--- config.mk ---
export PLATFORM = sky130hd
export DESIGN_NAME = sum_uart_tx
export DESIGN_NICKNAME = d
export VERILOG_FILES = /design/src/rtl/sum_uart_tx.sv
export SDC_FILE = /design/constraint.sdc
export NUM_CORES = 1
export LEC_CHECK = 0
export ABC_AREA = 1
export ABC_CLOCK_PERIOD_IN_PS = 2050
export CORE_ASPECT_RATIO = 2
export CORE_UTILIZATION = 52
export CTS_CLUSTER_DIAMETER = 50
export DETAILED_ROUTE_END_ITERATION = 6
export HOLD_SLACK_MARGIN = 0.1
export PLACE_DENSITY = 0.86
export RECOVER_POWER = 100
export SLEW_MARGIN = 20
export SYNTH_ARGS = -nofsm -noshare
export SYNTH_HDL_FRONTEND = slang
export SYNTH_SLANG_ARGS = --single-unit
--- constraint.sdc ---
create_clock -name clk -period 2.05 [get_ports clk]
set_input_delay 0.5125 -clock clk [delete_from_list [all_inputs] [get_ports clk]]
set_output_delay 0.5125 -clock clk [all_outputs]
set_load 0.005 [all_outputs]
--- src/rtl/sum_uart_tx.sv ---
// Adds two 8-bit operands and sends the low byte of the sum as one 8N1 UART
// frame (LSB first, idle high). The ninth sum bit is kept on carry until the
// next accepted start.
module sum_uart_tx #(
    parameter int unsigned CLKS_PER_BIT = 16
) (
    input  logic       clk,
    input  logic       rst,
    input  logic [7:0] a,
    input  logic [7:0] b,
    input  logic       start,
    output logic       tx,
    output logic       busy,
    output logic       done,
    output logic       carry
);

    typedef enum logic [1:0] {
        StIdle,
        StStart,
        StData,
        StStop
    } state_t;

    // Wide enough for the largest legal bit period (1023 clocks).
    localparam int unsigned TimerW = 10;
    localparam logic [TimerW-1:0] LastTick = TimerW'(CLKS_PER_BIT - 1);

    state_t            r_state;
    state_t            w_state_d;
    logic [TimerW-1:0] r_timer;
    logic [TimerW-1:0] w_timer_d;
    logic [2:0]        r_idx;
    logic [2:0]        w_idx_d;
    logic [7:0]        r_data;
    logic [7:0]        w_data_d;
    logic              r_carry;
    logic              w_carry_d;
    logic              r_tx;
    logic              w_tx_d;
    logic              r_busy;
    logic              w_busy_d;
    logic              r_done;
    logic              w_done_d;

    logic [8:0]        w_sum;
    logic              w_bit_end;
    logic [2:0]        w_idx_inc;

    assign w_sum     = {1'b0, a} + {1'b0, b};
    assign w_bit_end = (r_timer == LastTick);
    assign w_idx_inc = r_idx + 3'd1;

    // Next-state and next-output logic; tx/busy/done are computed for the
    // state being entered so the registered outputs line up with the state.
    always_comb begin
        w_state_d = r_state;
        w_timer_d = r_timer + 1'b1;
        w_idx_d   = r_idx;
        w_data_d  = r_data;
        w_carry_d = r_carry;
        w_tx_d    = 1'b1;
        w_busy_d  = 1'b1;
        w_done_d  = 1'b0;

        unique case (r_state)
            StIdle: begin
                w_timer_d = '0;
                w_idx_d   = '0;
                w_busy_d  = 1'b0;
                if (start) begin
                    w_data_d  = w_sum[7:0];
                    w_carry_d = w_sum[8];
                    w_state_d = StStart;
                    w_tx_d    = 1'b0;
                    w_busy_d  = 1'b1;
                end
            end

            StStart: begin
                w_tx_d = 1'b0;
                if (w_bit_end) begin
                    w_timer_d = '0;
                    w_idx_d   = '0;
                    w_state_d = StData;
                    w_tx_d    = r_data[0];
                end
            end

            StData: begin
                w_tx_d = r_data[r_idx];
                if (w_bit_end) begin
                    w_timer_d = '0;
                    if (r_idx == 3'd7) begin
                        // Last data bit done: leave without wrapping the index.
                        w_state_d = StStop;
                        w_tx_d    = 1'b1;
                    end else begin
                        w_idx_d = w_idx_inc;
                        w_tx_d  = r_data[w_idx_inc];
                    end
                end
            end

            StStop: begin
                w_tx_d = 1'b1;
                if (w_bit_end) begin
                    w_timer_d = '0;
                    w_state_d = StIdle;
                    w_busy_d  = 1'b0;
                    w_done_d  = 1'b1;
                end
            end

            default: begin
                w_state_d = StIdle;
                w_timer_d = '0;
                w_idx_d   = '0;
                w_busy_d  = 1'b0;
            end
        endcase
    end

    // State and output registers; synchronous reset aborts any frame.
    always_ff @(posedge clk) begin
        if (rst) begin
            r_state <= StIdle;
            r_timer <= '0;
            r_idx   <= '0;
            r_data  <= '0;
            r_carry <= 1'b0;
            r_tx    <= 1'b1;
            r_busy  <= 1'b0;
            r_done  <= 1'b0;
        end else begin
            r_state <= w_state_d;
            r_timer <= w_timer_d;
            r_idx   <= w_idx_d;
            r_data  <= w_data_d;
            r_carry <= w_carry_d;
            r_tx    <= w_tx_d;
            r_busy  <= w_busy_d;
            r_done  <= w_done_d;
        end
    end

    assign tx    = r_tx;
    assign busy  = r_busy;
    assign done  = r_done;
    assign carry = r_carry;

endmodule

==> results.md, run 1 <==
* Result of the run: completed
* Number of I/O port buffers at 22
* Leak at 0.969 nW
* Initial antenna violation count at 0
* Clock share of power at 16.3%
* Synth Warn # at 0
* Hold endpoint: r_timer[0]
* Synthesized net count at 279
* Remaining routing DRC violations at 0
* Combinational family with the most area after synthesis: simple AND/OR/NAND/NOR gates
* Arithmetic-cell share of the synthesized area counting full adders, half adders and majority gates at 12.2%
* R2R Path End: r_timer[8]
* Initial Util at 53.9%
* Final number of setup-violating endpoints at 0
* H-tree level count at 1
* Internal power at 0.00114 W
* Number of global-route vias before repair at 1667
* Max-slew violations at 0
* Multiplexer fraction of the synthesized cell area at 0%
* XOR/XNOR Fraction of Synth Area at 2.57%
* Number of violations reported at the end of detailed-routing iteration 0 at 51
* Antenna diode instance count at 0
* Share of total power in sequential cells at 37.5%
* Clock latency at the later pin of the worst-skew pair at 0.27 ns
* Wire length of the first global-routing pass at 6350 um
* Placeable core region at 3160 sq um
* Floorplan die area at 3520 sq um
* Largest buffer count on any clock path at 2
* CP max FO at 3
* Worst-path clk slew at 0.10 ns
* Drt total wl at 3820 um
* Power Total at 0.00191 W
* Fraction of the mapped netlist area in compound gates at 12.8%
* Total overflow reported by the global router at 0
* Area share of and/or/nand/nor cells after synthesis at 31.4%
* Reported max-cap violation count at 0
* Number of synthesized register bits at 27
* CTS Root Cell: clkbuf_8
* CTS tree: built
* Via-to-Cell Ratio at 5.55
* Slew at the pin with the worst max-slew slack at 0.402 ns
* Worst hold stages at 1
* Min cycle time layout at 1.94 ns
* Net count of the finished layout at 312
* Half-perimeter wire length after detailed placement at 3130 um
* CTS hold repair buffers at 0
* Detailed Routing Iterations Pass 1 at 5
* Overall global routing resource usage at 22.6%
* GP Congestion at 0.862
* Antenna viol nets, final at 0
* Number of sinks handled by clock tree synthesis at 27
* Cells on worst reg2reg path at 7
* Top Ports at 23
* Portion of total power attributed to combinational logic at 46.2%
* Cells after synthesis at 244
* Switching power total at 0.000774 W
* Average wire per standard cell at 12.4 um
* Share of final-layout standard cells stronger than drive strength 1 at 8.33%
* Startpoint of the tightest hold check path: r_timer[0]
* Launching point of the worst reg2reg path: r_timer[0]
* DIE WIDTH at 42.5 um
* Post-Syn Area per Cell at 6.98 sq um
* Synthesized cell area at 1700 sq um
* Die Ht at 82.9 um
* Total power per unit cell area at 935 nW/um^2
* Number of buffers added by the clock tree synthesis step at 3
* Hold violation total from the final report at 0
* Post-synthesis sequential area ratio at 31.7%
* Layout filler cell count at 277
* Via count at 1703
* Max Clock Skew at 0.00444 ns
* Std cell rows at 29
* Largest net degree at the start of global routing at 16
* CP startpoint kind: primary input
* Number of buffers added for setup after CTS at 0
* Required arrival time at the worst endpoint at 2.24 ns
* Kind of capture point of the worst setup path: flip-flop
* Sw Share at 40.5%
* Remaining max-slew budget at the tightest pin at 73.1%
* Hold slack final at 0.455 ns
* Distinct cell type count of the synthesized netlist at 31
* R2R setup slack at 0.30 ns
* Arrival time reported for the critical path endpoint at 2.13 ns
* Area growth, synth to finish at 19.9%
* Unrepaired setup endpoints after global routing: no
* Tcrit/Tclk final at 94.8%
* Hold WC Path Type: reg2reg
* Maximum resistive drop on vdd at 0.581 mV
* FMAX at 515 MHz
* Start-to-end type of the worst setup path: in2reg
[final cells by class]
class / instances / area, sq um / share of cell area (%)
Multi-Input combinational cell: 176 / 986 / 48.3
Inverter: 38 / 143 / 6.99
Tap cell: 31 / 38.8 / 1.90
Clock buffer: 3 / 41.3 / 2.02
Sequential cell: 27 / 541 / 26.5
Clock inverter: 1 / 5.00 / 0.245
Timing Repair Buffer: 31 / 288 / 14.1
[flip-flops by register name (all words and copies together) (netlist names)]
signal   flops
busy         1
carry        1
done         1
r_data       8
r_idx        3
r_state      2
r_timer     10
tx           1
[power groups by stage]
stage / clock, W / combinational (W) / sequential (W)
3_3_place_gp: 0 / 0.000861 / 0.000723
3_5_place_dp: 0 / 0.000889 / 0.000726
2_1_floorplan: 0 / 0.000644 / 0.000708
4_1_cts: 0.000305 / 0.000905 / 0.000714
6_report: 0.000311 / 0.000883 / 0.000716
5_1_grt: 0.000328 / 0.000990 / 0.000728
[kinds of logic after synthesis]
group	Yosys count
xor+xnor	5
fa+ha+maj	16
buf+inv	41
compound gates	39
simple gates	116
flops	27
[how the worst max path moves through the flow]
| stage | start | endpoint | slack, ns |
|---|---|---|---|
| floorplan | a[0] | r_data[6] | 0.26 |
| global placement | a[0] | r_data[6] | -0.22 |
| detailed placement | a[0] | r_data[6] | -0.28 |
| CTS | a[0] | r_data[6] | 0.009 |
| global route | a[0] | r_data[6] | 0.02 |
| finish | a[0] | r_data[6] | 0.11 |
[what timing repair did]
item | in CTS | in global routing
resized for setup | 0 | 3
hold endpoints to repair | 0 | 0
setup endpoints to repair | 0 | 3
[cells in the mapped netlist]
library cell  number  area [sq um]
buf_2              3          15.0
nor2_2             3          18.8
nand3_2            2          20.0
xnor2_1            1          8.76
nand2_2            2          12.5
dfxtp_1           27           541
nand3_1           24           120
xor2_1             4          35.0
nor2_1            24          90.1
inv_2              4          15.0
o21ai_1            3          15.0
nand2_4            1          11.3
o21bai_1           1          7.51
clkinv_1           1          3.75
o21ai_4            1          16.3
nand4_1            2          12.5
o211ai_1           1          7.51
nand4_2            1          12.5
nand3b_1           2          15.0
or2_1              2          12.5
ha_1              15           188
fa_1               1          20.0
or2_0              1          6.26
inv_1             33           124
a21oi_2            1          8.76
o21ai_0           11          55.1
and3_1             1          6.26
nor3_1             5          25.0
nand2_1           46           173
a211oi_1           1          7.51
a21oi_1           20           100
[placed cells by master (no fill, tap or decap), drive strengths merged]
cell type      Yosys  layout
a211oi             1       1
and3               1       1
nand3b             2       2
dlygate4sd3        0       4
buf                3       8
nor3               5       5
a21oi             21      21
o211ai             1       1
nand3             26      26
dfxtp             27      27
or2                3       3
inv               37      37
xor2               4       4
nand4              3       3
nor2              27      27
clkbuf             0       4
nand2             49      49
ha                15      15
xnor2              1       1
fa                 1       1
clkdlybuf4s50      0      18
o21bai             1       1
clkinv             1       2
o21ai             15      15
[per-layer routing]
layer	global-route usage, %	wire (um)
met1	17.6	1270
met2	49.0	2340
met3	1.52	74
met4	10.8	137
met5	0	0
[critical path, stage by stage]
cell and delay (ns):
clkdlybuf4s50_1 0.40, ha_1 0.23, fa_2 0.35, nand3_1 0.07
nand2_1 0.08, a21oi_2 0.19, or2_1 0.13, nand3_1 0.06
nand2_1 0.07, inv_1 0.03
[stage by stage]
step	cells	worst slack [ns]	setup TNS, ns	instance area, sq um	util [%]
floorplan	244	0.257	0	1700	-
global placement	303	-0.220	-0.614	2010	63.8
detailed placement	303	-0.283	-0.901	2010	63.8
CTS	307	0.00854	0	2060	65.3
global route	307	0.0250	0	2040	64.7
finish	307	0.107	0	2040	64.7
No activity file was read; power rests on OpenSTA's default activity.
==> inputs of run 2 (changes only) <==
Settings changed: CORE_MARGIN set to 1, CTS_CLUSTER_SIZE set to 28.
==> results of run 2 <==
The final DEF is identical to that of run 1; final timing and power are the same.
